**src/rtl/ram_arbiter_pkg.sv**
```systemverilog
// Shared types and defaults for the RAM arbiter slice.
//  state_e   : controller state (INIT sweep / RUN arbitration)
//  idx_width : bits needed to hold a requester index
package ram_arbiter_pkg;

    localparam int unsigned DEF_NREQ   = 2;
    localparam int unsigned DEF_DWIDTH = 16;
    localparam int unsigned DEF_AWIDTH = 3;

    typedef enum logic {
        ST_INIT = 1'b0,
        ST_RUN  = 1'b1
    } state_e;

    function automatic int unsigned idx_width(input int unsigned n);
        return (n > 1) ? $clog2(n) : 1;
    endfunction

endpackage

```
**src/rtl/ram_arbiter_if.sv**
```systemverilog
// Requester-side bus of the RAM arbiter.
//  req/req_we/req_addr/req_wdata : per-requester access, packed by index
//  gnt                           : one-hot access ack (combinational)
//  rsp_valid/rsp_data            : registered read response
//  init_done                     : RAM clear sweep finished
// master = requesters, slave = arbiter.
interface ram_arbiter_if #(
    parameter int unsigned NREQ   = ram_arbiter_pkg::DEF_NREQ,
    parameter int unsigned DWIDTH = ram_arbiter_pkg::DEF_DWIDTH,
    parameter int unsigned AWIDTH = ram_arbiter_pkg::DEF_AWIDTH
);
    logic [NREQ-1:0]        req;
    logic [NREQ-1:0]        req_we;
    logic [NREQ*AWIDTH-1:0] req_addr;
    logic [NREQ*DWIDTH-1:0] req_wdata;
    logic [NREQ-1:0]        gnt;
    logic [NREQ-1:0]        rsp_valid;
    logic [DWIDTH-1:0]      rsp_data;
    logic                   init_done;

    modport master (
        output req, req_we, req_addr, req_wdata,
        input  gnt, rsp_valid, rsp_data, init_done
    );

    modport slave (
        input  req, req_we, req_addr, req_wdata,
        output gnt, rsp_valid, rsp_data, init_done
    );
endinterface

```
**src/rtl/ram_arbiter_rr_pick.sv**
```systemverilog
// Round-robin picker (combinational).
//  i_req     : pending requests
//  i_last    : index of the previous winner
//  o_gnt_c   : one-hot winner, zero if nothing pending
//  o_idx_c   : winner index
//  o_valid_c : a winner exists
module ram_arbiter_rr_pick #(
    parameter int unsigned NREQ = ram_arbiter_pkg::DEF_NREQ,
    parameter int unsigned IDXW = ram_arbiter_pkg::idx_width(NREQ)
) (
    input  logic [NREQ-1:0] i_req,
    input  logic [IDXW-1:0] i_last,
    output logic [NREQ-1:0] o_gnt_c,
    output logic [IDXW-1:0] o_idx_c,
    output logic            o_valid_c
);

    // Search starts just after the last winner and wraps, so the first hit wins.
    always_comb begin
        int unsigned w_cand;
        logic [IDXW-1:0] w_cand_idx;
        o_gnt_c    = '0;
        o_idx_c    = '0;
        o_valid_c  = 1'b0;
        w_cand     = 0;
        w_cand_idx = '0;
        for (int unsigned k = 1; k <= NREQ; k++) begin
            w_cand     = (32'(i_last) + k) % NREQ;
            w_cand_idx = IDXW'(w_cand);
            if (!o_valid_c && i_req[w_cand_idx]) begin
                o_valid_c           = 1'b1;
                o_idx_c             = w_cand_idx;
                o_gnt_c             = '0;
                o_gnt_c[w_cand_idx] = 1'b1;
            end
        end
    end

endmodule

```
**src/rtl/ram_arbiter.sv**
```systemverilog
// Round-robin arbiter sharing one single-port RAM (sync write, async read).
// Clears every RAM word to INIT_VALUE after reset before granting any access.
//  clk, reset_n   : clock, synchronous active-low reset
//  bus (slave)    : requester bus, see ram_arbiter_if
//  o_ram_we/addr/wdata : RAM write port and address (combinational)
//  i_ram_rdata    : RAM async read data, only ever registered here
module ram_arbiter #(
    parameter int unsigned     NREQ       = ram_arbiter_pkg::DEF_NREQ,
    parameter int unsigned     DWIDTH     = ram_arbiter_pkg::DEF_DWIDTH,
    parameter int unsigned     AWIDTH     = ram_arbiter_pkg::DEF_AWIDTH,
    parameter logic [DWIDTH-1:0] INIT_VALUE = '0
) (
    input  logic              clk,
    input  logic              reset_n,
    ram_arbiter_if.slave      bus,
    output logic              o_ram_we,
    output logic [AWIDTH-1:0] o_ram_addr,
    output logic [DWIDTH-1:0] o_ram_wdata,
    input  logic [DWIDTH-1:0] i_ram_rdata
);
    import ram_arbiter_pkg::*;

    localparam int unsigned       IDXW      = idx_width(NREQ);
    localparam logic [AWIDTH-1:0] LAST_ADDR = '1;
    localparam logic [IDXW-1:0]   LAST_REQ  = IDXW'(NREQ - 1);

    state_e            r_state;
    state_e            w_state_nxt;
    logic [AWIDTH-1:0] r_init_cnt;
    logic [IDXW-1:0]   r_last;
    logic [NREQ-1:0]   r_rsp_valid;
    logic [DWIDTH-1:0] r_rsp_data;
    logic              r_init_done;

    logic [NREQ-1:0]   w_pick_gnt;
    logic [IDXW-1:0]   w_pick_idx;
    logic              w_pick_valid;

    ram_arbiter_rr_pick #(
        .NREQ (NREQ),
        .IDXW (IDXW)
    ) u_rr_pick (
        .i_req     (bus.req),
        .i_last    (r_last),
        .o_gnt_c   (w_pick_gnt),
        .o_idx_c   (w_pick_idx),
        .o_valid_c (w_pick_valid)
    );

    // State register.
    always_ff @(posedge clk) begin
        if (!reset_n) r_state <= ST_INIT;
        else          r_state <= w_state_nxt;
    end

    // Next state, grant and RAM mux.
    always_comb begin
        w_state_nxt = r_state;
        bus.gnt     = '0;
        o_ram_we    = 1'b0;
        o_ram_addr  = '0;
        o_ram_wdata = '0;
        unique case (r_state)
            ST_INIT: begin
                o_ram_we    = 1'b1;
                o_ram_addr  = r_init_cnt;
                o_ram_wdata = INIT_VALUE;
                if (r_init_cnt == LAST_ADDR) w_state_nxt = ST_RUN;
            end
            ST_RUN: begin
                if (w_pick_valid) begin
                    bus.gnt     = w_pick_gnt;
                    o_ram_we    = bus.req_we[w_pick_idx];
                    o_ram_addr  = bus.req_addr[32'(w_pick_idx) * AWIDTH +: AWIDTH];
                    o_ram_wdata = bus.req_wdata[32'(w_pick_idx) * DWIDTH +: DWIDTH];
                end
            end
            default: ;
        endcase
    end

    // Sweep counter, round-robin pointer and read response registers.
    always_ff @(posedge clk) begin
        if (!reset_n) begin
            r_init_cnt  <= '0;
            r_last      <= LAST_REQ;
            r_rsp_valid <= '0;
            r_rsp_data  <= '0;
            r_init_done <= 1'b0;
        end else begin
            r_rsp_valid <= '0;
            if (r_state == ST_INIT) begin
                r_init_cnt <= r_init_cnt + AWIDTH'(1);
                if (r_init_cnt == LAST_ADDR) r_init_done <= 1'b1;
            end else if (w_pick_valid) begin
                r_last <= w_pick_idx;
                if (!bus.req_we[w_pick_idx]) begin
                    r_rsp_valid <= w_pick_gnt;
                    r_rsp_data  <= i_ram_rdata;
                end
            end
        end
    end

    assign bus.rsp_valid = r_rsp_valid;
    assign bus.rsp_data  = r_rsp_data;
    assign bus.init_done = r_init_done;

endmodule

```
**src/flat_wrapper.sv**
```systemverilog
// flat-port wrapper written by rule: the top's interface ports become plain ports
module ram_arbiter_flat import ram_arbiter_pkg::*;
#(
    parameter int unsigned     NREQ       = ram_arbiter_pkg::DEF_NREQ,
    parameter int unsigned     DWIDTH     = ram_arbiter_pkg::DEF_DWIDTH,
    parameter int unsigned     AWIDTH     = ram_arbiter_pkg::DEF_AWIDTH,
    parameter logic [DWIDTH-1:0] INIT_VALUE = '0
)
  (clk, reset_n, o_ram_we, o_ram_addr, o_ram_wdata, i_ram_rdata, bus_req, bus_req_we, bus_req_addr, bus_req_wdata, bus_gnt, bus_rsp_valid, bus_rsp_data, bus_init_done);
  ram_arbiter_if #(.NREQ(NREQ), .DWIDTH(DWIDTH), .AWIDTH(AWIDTH)) bus_i ();
  input  logic clk;
  input  logic reset_n;
  output logic o_ram_we;
  output logic [AWIDTH-1:0] o_ram_addr;
  output logic [DWIDTH-1:0] o_ram_wdata;
  input  logic [DWIDTH-1:0] i_ram_rdata;
  input wire logic [$bits(bus_i.req)-1:0] bus_req;
  input wire logic [$bits(bus_i.req_we)-1:0] bus_req_we;
  input wire logic [$bits(bus_i.req_addr)-1:0] bus_req_addr;
  input wire logic [$bits(bus_i.req_wdata)-1:0] bus_req_wdata;
  output wire logic [$bits(bus_i.gnt)-1:0] bus_gnt;
  output wire logic [$bits(bus_i.rsp_valid)-1:0] bus_rsp_valid;
  output wire logic [$bits(bus_i.rsp_data)-1:0] bus_rsp_data;
  output wire logic [$bits(bus_i.init_done)-1:0] bus_init_done;
  assign bus_i.req = bus_req;
  assign bus_i.req_we = bus_req_we;
  assign bus_i.req_addr = bus_req_addr;
  assign bus_i.req_wdata = bus_req_wdata;
  assign bus_gnt = bus_i.gnt;
  assign bus_rsp_valid = bus_i.rsp_valid;
  assign bus_rsp_data = bus_i.rsp_data;
  assign bus_init_done = bus_i.init_done;
  ram_arbiter #(.NREQ(NREQ), .DWIDTH(DWIDTH), .AWIDTH(AWIDTH), .INIT_VALUE(INIT_VALUE)) u_core (.clk(clk), .reset_n(reset_n), .bus(bus_i), .o_ram_we(o_ram_we), .o_ram_addr(o_ram_addr), .o_ram_wdata(o_ram_wdata), .i_ram_rdata(i_ram_rdata));
endmodule
```
**config.mk**
```make
export PLATFORM = sky130hd
export DESIGN_NAME = ram_arbiter_flat
export DESIGN_NICKNAME = d
export VERILOG_FILES = /design/src/rtl/ram_arbiter_pkg.sv /design/src/rtl/ram_arbiter_if.sv /design/src/rtl/ram_arbiter_rr_pick.sv /design/src/rtl/ram_arbiter.sv /design/src/flat_wrapper.sv
export SDC_FILE = /design/constraint.sdc
export NUM_CORES = 1
export LEC_CHECK = 0
export BUFFER_PORTS_ARGS = -buffer_cell sky130_fd_sc_hd__buf_2
export CAP_MARGIN = 20
export CELL_PAD_IN_SITES_DETAIL_PLACEMENT = 1
export CELL_PAD_IN_SITES_GLOBAL_PLACEMENT = 1
export CORE_MARGIN = 4
export CORE_UTILIZATION = 23
export CTS_CLUSTER_SIZE = 10
export DETAILED_ROUTE_END_ITERATION = 12
export PLACE_DENSITY_LB_ADDON = 0.1
export SLEW_MARGIN = 20
export SYNTH_ARGS = -nofsm -noshare
export SYNTH_HDL_FRONTEND = slang
export SYNTH_SLANG_ARGS = --single-unit
```
**constraint.sdc**
```tcl
create_clock -name clk -period 1.3 [get_ports clk]
set_input_delay 0.26 -clock clk [delete_from_list [all_inputs] [get_ports clk]]
set_output_delay 0.26 -clock clk [all_outputs]
set_load 0.05 [all_outputs]
```
==> results_dict.tcl, run 1 <==
set metrics [dict create \
    fin_cells 352 \
    slew_violations 0 \
    p_leak_uw 0.00122 \
    synth.most_common_cell "nand2_1" \
    slowest_delay_ns 0.35 \
    crit_chain "nand2_4, and2_4, buf_12, nand2_2, a21oi_4, buf_6" \
    max_slew_margin 0.822 \
    synth.area.mux_share 0.163 \
    initial_core_util 0.236 \
    synth_common_cells "nand2_1, dfxtp_1, mux2i_1, a21oi_1, clkbuf_1" \
    skew_ns 0.0139 \
    fmax_mhz 588 \
    power_density_mw_per_mm2 702 \
    critPathArrivalTime_ns 1.44 \
    synthXorXnorAreaFrac 0.00679 \
    synth_cell_types 18 \
    synth_area_leaders "dfxtp_1, nand2_1, mux2i_1, a21oi_1, clkbuf_1" \
    clkLatencyLatePin_ns 0.27 \
    holdCritPathClass "primary input to register" \
    rsz0062_at_grt "yes" \
    nets 343 \
    vias 1572 \
    layout_worst_path_cycle_share 1.31 \
    numCtsBuffers 3 \
    synth_seq_cells 24 \
    die-area_mm2 0.00687 \
    cts_max_path_buffers 2 \
    finalPower_uw 1870 \
    gr-usage-met1 0.169 \
    path_delay_family "flip-flops" \
    h-tree-depth 1 \
    grt_pass1_vias 1711 \
    synth_warnings 0 \
    fp.dieH_um 82.9 \
    gr-total-overflow 0 \
    avgRoutedWirePerCell_um 13.7 \
    crit_type "register to primary output" \
    routed_wl_mm 4.81 \
    syn_to_final_growth_pct 107 \
    die_w_um 82.9 \
    status "complete, but fails checks" \
    gp_congestion 0.693 \
    post-route-util 0.488 \
    critPathLaunchType "register" \
    cts_sinks 24 \
    p_sw_frac 0.268 \
    grt_max_degree 28 \
    syn_nets 233 \
    peakVddDrop_mv 0.425 \
    synth_top_area_cell "dfxtp_1" \
    period_minus_slack_ns 1.70 \
    antenna_cells 0 \
    p_seq_frac 0.401 \
    drt_iter0_drc 14 \
    crit_buf_inv 2 \
    cts_root_buffer "clkbuf_8" \
    setup_viol 40 \
    cts_tree "done" \
    synthArstFlopShare 0 \
    detail_route.drc_violations 0 \
    failed_checks "negative setup slack" \
    drive_gt1_frac 0.611 \
    rows 27 \
    synthesis.instances 171 \
    maxCapViolCount 0 \
    tns_ns -12.37 \
    clkSlewWorstSetupHoldPaths_ns 0.10 \
    netlist_area_mm2 0.00129 \
    fin_ws_ns -0.402 \
    holdWs_ns 0.218 \
    synth-compound-area-share 0.113 \
    grt_use_met3 0.0268 \
    synth_flop_cell "dfxtp_1" \
    busiest_layer "met2" \
    yosys.area_share.simple 0.258 \
    switching_power_uw 503 \
    synth_fa_ha_area_frac 0.0194 \
    core_area_mm2 0.00547 \
    syn_avg_cell_area_um2 7.54 \
    yosys.area.top_type_share 0.372 \
    internal_power_uw 1370 \
    ant_nets 0 \
    slowest_stage "dfxtp_2" \
    vias_per_cell 4.47 \
    worst_slew_pin_slew_ns 0.266 \
    portBuffers 100 \
    dp_cells 343 \
    grtUsageTotal 0.141 \
    first_pass_iters 2 \
    synth_edf_count 0 \
    grtUsageMet2 0.257 \
    comb_power_share 0.243 \
    path_max_fanout 9 \
    dp.final_hpwl_mm 3.56 \
    grt_pass1_wl_mm 8.22 \
    synth_top_family_by_area "simple AND/OR/NAND/NOR gates" \
    hold_viol 0 \
    clkPwrFrac 0.356 \
    cp-end-kind "primary output" \
    ys_seq_area_frac 0.372 \
    ioPinCount 101 \
    crit_required_ns 1.04 \
    antenna_found_initial 0 \
]
cell families (layout without fill, tap and decap cells):
family | count (synthesis) | in the layout
fa+ha+maj | 2 | 2
xor+xnor | 1 | 1
buf+inv | 17 | 126
mux | 21 | 21
flops | 24 | 24
simple gates | 80 | 80
compound gates | 26 | 26
layout make-up:
class	count	area, um^2
Clock inverter	1	30.0
Fill cell	669	2800
Tap cell	72	90.1
Multi-Input combinational cell	130	1100
Clock buffer	3	41.3
Sequential cell	24	485
Inverter	4	15.0
Timing Repair Buffer	118	903
final timing paths:
kind                          startpoint                 endpoint  slack (ns)  cells past startpoint
setup / recovery           u_core.r_last           o_ram_wdata[7]       -0.40                      6
hold reg to reg   u_core.bus.rsp_data[3]   u_core.bus.rsp_data[3]        0.46                      2
setup reg to reg           u_core.r_last  u_core.bus.rsp_data[14]       -0.29                      7
hold / removal            i_ram_rdata[0]   u_core.bus.rsp_data[0]        0.22                      3
routing by layer:
layer	up-vias	part of all wire
met4	0	0.0046
met2	58	0.51
met1	729	0.43
met3	2	0.057
li1	783	-
met5	-	0
per-stage QoR:
| stage | setup slack, ns | cell area, um^2 |
|---|---|---|
| CTS | -0.396 | 2660 |
| finish | -0.402 | 2670 |
| global route | -0.474 | 2670 |
| global placement | -0.275 | 2270 |
| detailed placement | -0.293 | 2270 |
| floorplan | -0.340 | 1650 |
placed cells by master (no fill, tap or decap), drive strengths merged:
| cell type | synthesis | routed |
|---|---|---|
| a21oi | 17 | 17 |
| a32o | 1 | 1 |
| and2 | 3 | 3 |
| and3 | 5 | 5 |
| buf | 3 | 118 |
| bufinv | 0 | 1 |
| clkbuf | 10 | 3 |
| dfxtp | 24 | 24 |
| ha | 2 | 2 |
| inv | 4 | 4 |
| mux2i | 21 | 21 |
| nand2 | 67 | 67 |
| nand2b | 1 | 1 |
| nor2b | 4 | 4 |
| o211ai | 1 | 1 |
| o21a | 2 | 2 |
| o21ai | 2 | 2 |
| o22ai | 3 | 3 |
| xnor2 | 1 | 1 |
power by group through the flow:
stage               Sequential, uW  Combinational (uW)  Clock [uW]
floorplan                      773                 230           0
global placement               771                 386           0
detailed placement             771                 391           0
CTS                            752                 459         690
global route                   754                 492         719
finish                         751                 455         667
repair_timing:
action,4_1_cts,5_1_grt
hold buffers,0,0
gates cloned,2,0
pin swaps,11,0
endpoints found under the setup margin,40,40
buffers inserted,3,0
gates resized for setup,73,2
registers in the layout, indices dropped and copies added (netlist names):
| name | cells |
|---|---|
| u_core.bus.rsp_data | 16 |
| u_core.r_init_cnt | 3 |
| u_core.bus.rsp_valid | 2 |
| u_core.bus.init_done | 1 |
| u_core.r_last | 1 |
| u_core.r_state | 1 |
worst reg2reg max path: stages (launching register included):
cell     delay [ns]
dfxtp_2        0.38
nand2_4        0.07
and2_4         0.19
buf_16         0.16
buf_6          0.12
a32o_2         0.28
buf_6          0.15
mux2i_1        0.16
Power figures use the tool's default switching activity.
==> inputs of run 2 (changes only) <==
Settings changed: SETUP_SLACK_MARGIN set to 0.02.
==> results_dict.tcl, run 2 (synthesis results as in run 1) <==
set metrics [dict create \
    regArea_um2 485 \
    switching_power_uw 477 \
    cts_tree "done" \
    portBuffers 100 \
    dp_cells 342 \
    crit_required_ns 1.04 \
    failed_checks "negative setup slack" \
    clkSlewWorstSetupHoldPaths_ns 0.09 \
    ant_nets 0 \
    core_area_mm2 0.00547 \
    hold_viol 0 \
    slowest_stage "dfxtp_2" \
    power_density_mw_per_mm2 697 \
    h-tree-depth 1 \
    slew_violations 0 \
    holdCritPathClass "primary input to register" \
    cts_sinks 24 \
    layout_worst_path_cycle_share 1.28 \
    gr-usage-met1 0.157 \
    fin_ws_ns -0.358 \
    maxCapViolCount 0 \
    syn_to_final_growth_pct 103 \
    grt_pass1_vias 1663 \
    critPathLaunchType "register" \
    routed_wl_mm 4.53 \
    rows 27 \
    setup_viol 39 \
    grtUsageMet2 0.237 \
    fmax_mhz 603 \
    die-area_mm2 0.00687 \
    largest_reg_flops 16 \
    grt_use_met3 0.0377 \
    crit_buf_inv 2 \
    rsz0062_at_grt "yes" \
    skew_ns 0.00846 \
    critPathArrivalTime_ns 1.40 \
    antenna_found_initial 0 \
    final_cell_mix "buf_2, nand2_1, dfxtp_1" \
    comb_power_share 0.233 \
    nets 342 \
    cp_common_cell "nand2_4" \
    antenna_cells 0 \
    grtUsageTotal 0.132 \
    status "complete, but fails checks" \
    finalPower_uw 1830 \
    first_pass_iters 2 \
    period_minus_slack_ns 1.66 \
    p_leak_uw 0.00121 \
    path_delay_family "flip-flops" \
    grt_pass1_wl_mm 7.87 \
    clkLatencyLatePin_ns 0.26 \
    cp-end-kind "primary output" \
    vias_per_cell 4.35 \
    initial_core_util 0.236 \
    dp.final_hpwl_mm 3.47 \
    cts_max_path_buffers 2 \
    path_max_fanout 6 \
    clkPwrFrac 0.355 \
    n_fill_cell 663 \
    vias 1526 \
    fp.dieH_um 82.9 \
    peakVddDrop_mv 0.615 \
    slowest_delay_ns 0.34 \
    gp_congestion 0.734 \
    final_common_cell "buf_2" \
    drive_gt1_frac 0.620 \
    crit_type "register to primary output" \
    max_slew_margin 0.843 \
    worst_slew_pin_slew_ns 0.231 \
    ioPinCount 101 \
    holdWs_ns 0.229 \
    numCtsBuffers 3 \
    drt_iter0_drc 7 \
    fin_cells 351 \
    die_w_um 82.9 \
    grt_max_degree 41 \
    crit_chain "nand2_4, and2_4, buf_12, nand2_4, a21oi_4, buf_6" \
    p_sw_frac 0.261 \
    p_seq_frac 0.412 \
    multi_input_area_mm2 0.00110 \
    detail_route.drc_violations 0 \
    tns_ns -11.12 \
    cts_root_buffer "clkbuf_8" \
    internal_power_uw 1350 \
    busiest_layer "met2" \
    avgRoutedWirePerCell_um 12.9 \
    gr-total-overflow 0 \
]
[run 2: cell types whose count changed in the layout (fill, tap and decap cells not counted), moves of 2 or more]
cell     previous run  this run
buf_6              24        17
mux2i_2             0         3
buf_2              78        81
and3_1              3         1
nand2_4             9        11
and3_4              1         4
buf_4               6         9
mux2i_4             3         0
[run 2: area by class of cell]
cell class,count,share of cell area
clock buffers,3,0.0157
clock inverters,1,0.0115
inverters,4,0.00573
multi-input cells,130,0.421
flip-flops and latches,24,0.185
well taps,72,0.0344
repair buffers,117,0.327
[run 2: per-stage QoR]
| stage | utilization | worst slack (ns) | cell area [um^2] |
|---|---|---|---|
| final | 0.479 | -0.358 | 2620 |
| after global routing | 0.479 | -0.433 | 2620 |
| after CTS | 0.470 | -0.375 | 2570 |
| after detailed placement | 0.412 | -0.279 | 2250 |
| after global placement | 0.412 | -0.266 | 2250 |
| after floorplan | - | -0.340 | 1650 |
[run 2: repair_timing]
item,in CTS,in global routing
endpoints found under the setup margin,40,40
gates cloned,1,0
hold buffers,0,0
gates resized for setup,59,10
pin swaps,26,3
buffers inserted,3,1
[run 2: power groups by stage]
stage          Sequential (uW)  Clock [uW]  Combinational (uW)
2_1_floorplan              773           0                 230
3_3_place_gp               771           0                 378
3_5_place_dp               771           0                 380
4_1_cts                    752         666                 426
5_1_grt                    754         705                 466
6_report                   752         649                 426
[run 2: layer usage]
metal	share of wire	vias to the layer above
met2	0.50	58
met5	0	-
met4	0.0049	0
met1	0.42	692
met3	0.082	2
li1	-	774
[run 2: worst min-delay path, stage by stage]
cell     delay, ns
buf_2         0.10
nand2_1       0.04
mux2i_1       0.05
[run 2: worst paths after layout]
check	endpoint	slack, ns	cells after the start	startpoint
setup / recovery	o_ram_wdata[15]	-0.36	6	u_core.r_last
setup reg to reg	u_core.bus.rsp_data[11]	-0.27	7	u_core.r_last
hold / removal	u_core.bus.rsp_data[0]	0.23	3	i_ram_rdata[0]
hold reg to reg	u_core.bus.rsp_data[2]	0.46	2	u_core.bus.rsp_data[2]
==> inputs of run 3 (changes only) <==
Settings changed: ABC_AREA set to 1, CORE_ASPECT_RATIO set to 0.5, CORE_UTILIZATION 23 to 22, SETUP_SLACK_MARGIN 0.02 to 0.15.
==> results_dict.tcl, run 3 <==
set metrics [dict create \
    period_minus_slack_ns 1.61 \
    synth_fa_ha_area_frac 0.0195 \
    routed_wl_mm 5.43 \
    crit_required_ns 1.04 \
    dp.final_hpwl_mm 3.91 \
    ioPinCount 101 \
    crit_type "register to primary output" \
    avgRoutedWirePerCell_um 13.3 \
    internal_power_uw 1430 \
    cts_hold_buf 0 \
    worst_slew_pin_slew_ns 0.308 \
    clkSlewWorstSetupHoldPaths_ns 0.06 \
    portBuffers 100 \
    fin_ws_ns -0.306 \
    status "complete, but fails checks" \
    critPathArrivalTime_ns 1.35 \
    final_cell_mix "buf_2, nand2_1, nor2_1" \
    grt_pass1_vias 1787 \
    cts_tree "done" \
    rows 19 \
    ant_nets 0 \
    max_slew_margin 0.793 \
    synth.area.mux_share 0 \
    n_fill_cell 646 \
    switching_power_uw 547 \
    nets 398 \
    synth_edf_count 0 \
    synth_top_family_by_area "simple AND/OR/NAND/NOR gates" \
    first_pass_iters 3 \
    detail_route.drc_violations 0 \
    grtUsageTotal 0.147 \
    setup_viol 40 \
    cp-end-kind "primary output" \
    finalPower_uw 1980 \
    fmax_mhz 623 \
    drive_gt1_frac 0.618 \
    numCtsBuffers 3 \
    critPathLaunchType "register" \
    cts_sinks 24 \
    grt_pass1_wl_mm 8.32 \
    syn_nets 270 \
    yosys.area_share.simple 0.383 \
    largest_reg_flops 16 \
    syn_avg_cell_area_um2 6.17 \
    clkLatencyLatePin_ns 0.26 \
    peakVddDrop_mv 0.594 \
    gp_congestion 0.710 \
    comb_power_share 0.249 \
    slew_violations 0 \
    skew_ns 0.00280 \
    netlist_area_mm2 0.00128 \
    fp.dieH_um 62.0 \
    grt_max_degree 14 \
    p_leak_uw 0.00144 \
    p_sw_frac 0.276 \
    failed_checks "negative setup slack" \
    synthesis.instances 208 \
    layout_worst_path_cycle_share 1.24 \
    holdCritPathClass "primary input to register" \
    synth_warnings 0 \
    final_common_cell "buf_2" \
    die-area_mm2 0.00720 \
    synthArstFlopShare 0 \
    synth_common_cells "nand2_1, nor2_1, dfxtp_1, a21oi_1, inv_1" \
    synth_cell_types 18 \
    power_density_mw_per_mm2 658 \
    synth_flop_cell "dfxtp_1" \
    synth_area_leaders "dfxtp_1, nand2_1, nor2_1, a21oi_1, inv_1" \
    clkPwrFrac 0.368 \
    path_max_fanout 7 \
    antenna_cells 0 \
    core_area_mm2 0.00556 \
    maxCapViolCount 0 \
    syn_to_final_growth_pct 134 \
    p_seq_frac 0.383 \
    drt_iter0_drc 41 \
    antenna_found_initial 0 \
    cts_max_path_buffers 2 \
    gr-total-overflow 0 \
    vias 1775 \
    die_w_um 116 \
    yosys.area.top_type_share 0.374 \
    synth_seq_cells 24 \
    cts_root_buffer "clkbuf_16" \
    synthXorXnorAreaFrac 0 \
    ys_seq_area_frac 0.374 \
    holdWs_ns 0.218 \
    hold_viol 0 \
    synth.most_common_cell "nand2_1" \
    synth-compound-area-share 0.118 \
    h-tree-depth 1 \
    vias_per_cell 4.35 \
    synth_top_area_cell "dfxtp_1" \
    initial_core_util 0.231 \
    rsz0062_at_grt "yes" \
]
[run 3: per-layer routing]
metal / vias up / GRT usage / routed length (um)
met5: - / 0 / 0
met4: 0 / 0.0298 / 56
met3: 6 / 0.0406 / 450
met2: 58 / 0.283 / 2820
met1: 821 / 0.168 / 2100
li1: 890 / - / -
[run 3: worst max-delay path: stages (launching register included)]
cell     delay, ns
dfxtp_2       0.36
nand2_4       0.07
nand2_8       0.13
buf_12        0.15
nand2_4       0.06
a21oi_4       0.14
buf_6         0.17
[run 3: repair_timing]
item                                    in CTS  in global routing
buffers inserted                             5                  3
pin swaps                                    9                  8
endpoints found under the setup margin      40                 52
cloned                                       5                  1
gates resized for setup                    104                 30
[run 3: cell families (layout without fill, tap and decap cells)]
group	Yosys count	count (layout)
fa+ha+maj	2	2
flops	24	24
compound gates	30	30
buf+inv	31	158
simple gates	121	121
[run 3: worst paths after layout]
check,slack (ns),cells after the start,start,end
worst max-delay path,-0.31,6,u_core.r_last,o_ram_wdata[1]
worst min-delay path,0.22,3,i_ram_rdata[13],u_core.bus.rsp_data[13]
worst max register to register,-0.20,11,u_core.r_last,u_core.bus.rsp_data[5]
worst min register to register,0.50,2,u_core.bus.init_done,u_core.bus.init_done
[run 3: power groups by stage]
stage	Clock (uW)	Combinational (uW)	Sequential [uW]
floorplan	0	211	785
global placement	0	366	773
detailed placement	0	377	774
CTS	753	464	758
global route	794	530	760
finish	728	493	758
[run 3: cell type report]
class	count	area [um^2]	share of cell area
inverters	22	103	0.0341
multi-input cells	153	1100	0.366
flip-flops and latches	24	485	0.161
clock buffers	4	88.8	0.0295
repair inverters	1	8.76	0.00291
well taps	73	91.3	0.0304
repair buffers	131	1130	0.375
[run 3: per-stage QoR]
step / cell area (um^2) / utilization / setup slack [ns] / TNS, ns / instances
floorplan: 1580 / - / -0.190 / -2.63 / 208
global placement: 2270 / 0.408 / -0.308 / -6.62 / 390
detailed placement: 2270 / 0.408 / -0.345 / -8.05 / 390
CTS: 2850 / 0.513 / -0.328 / -9.83 / 404
global route: 3010 / 0.541 / -0.357 / -11.83 / 408
finish: 3010 / 0.541 / -0.306 / -9.09 / 408
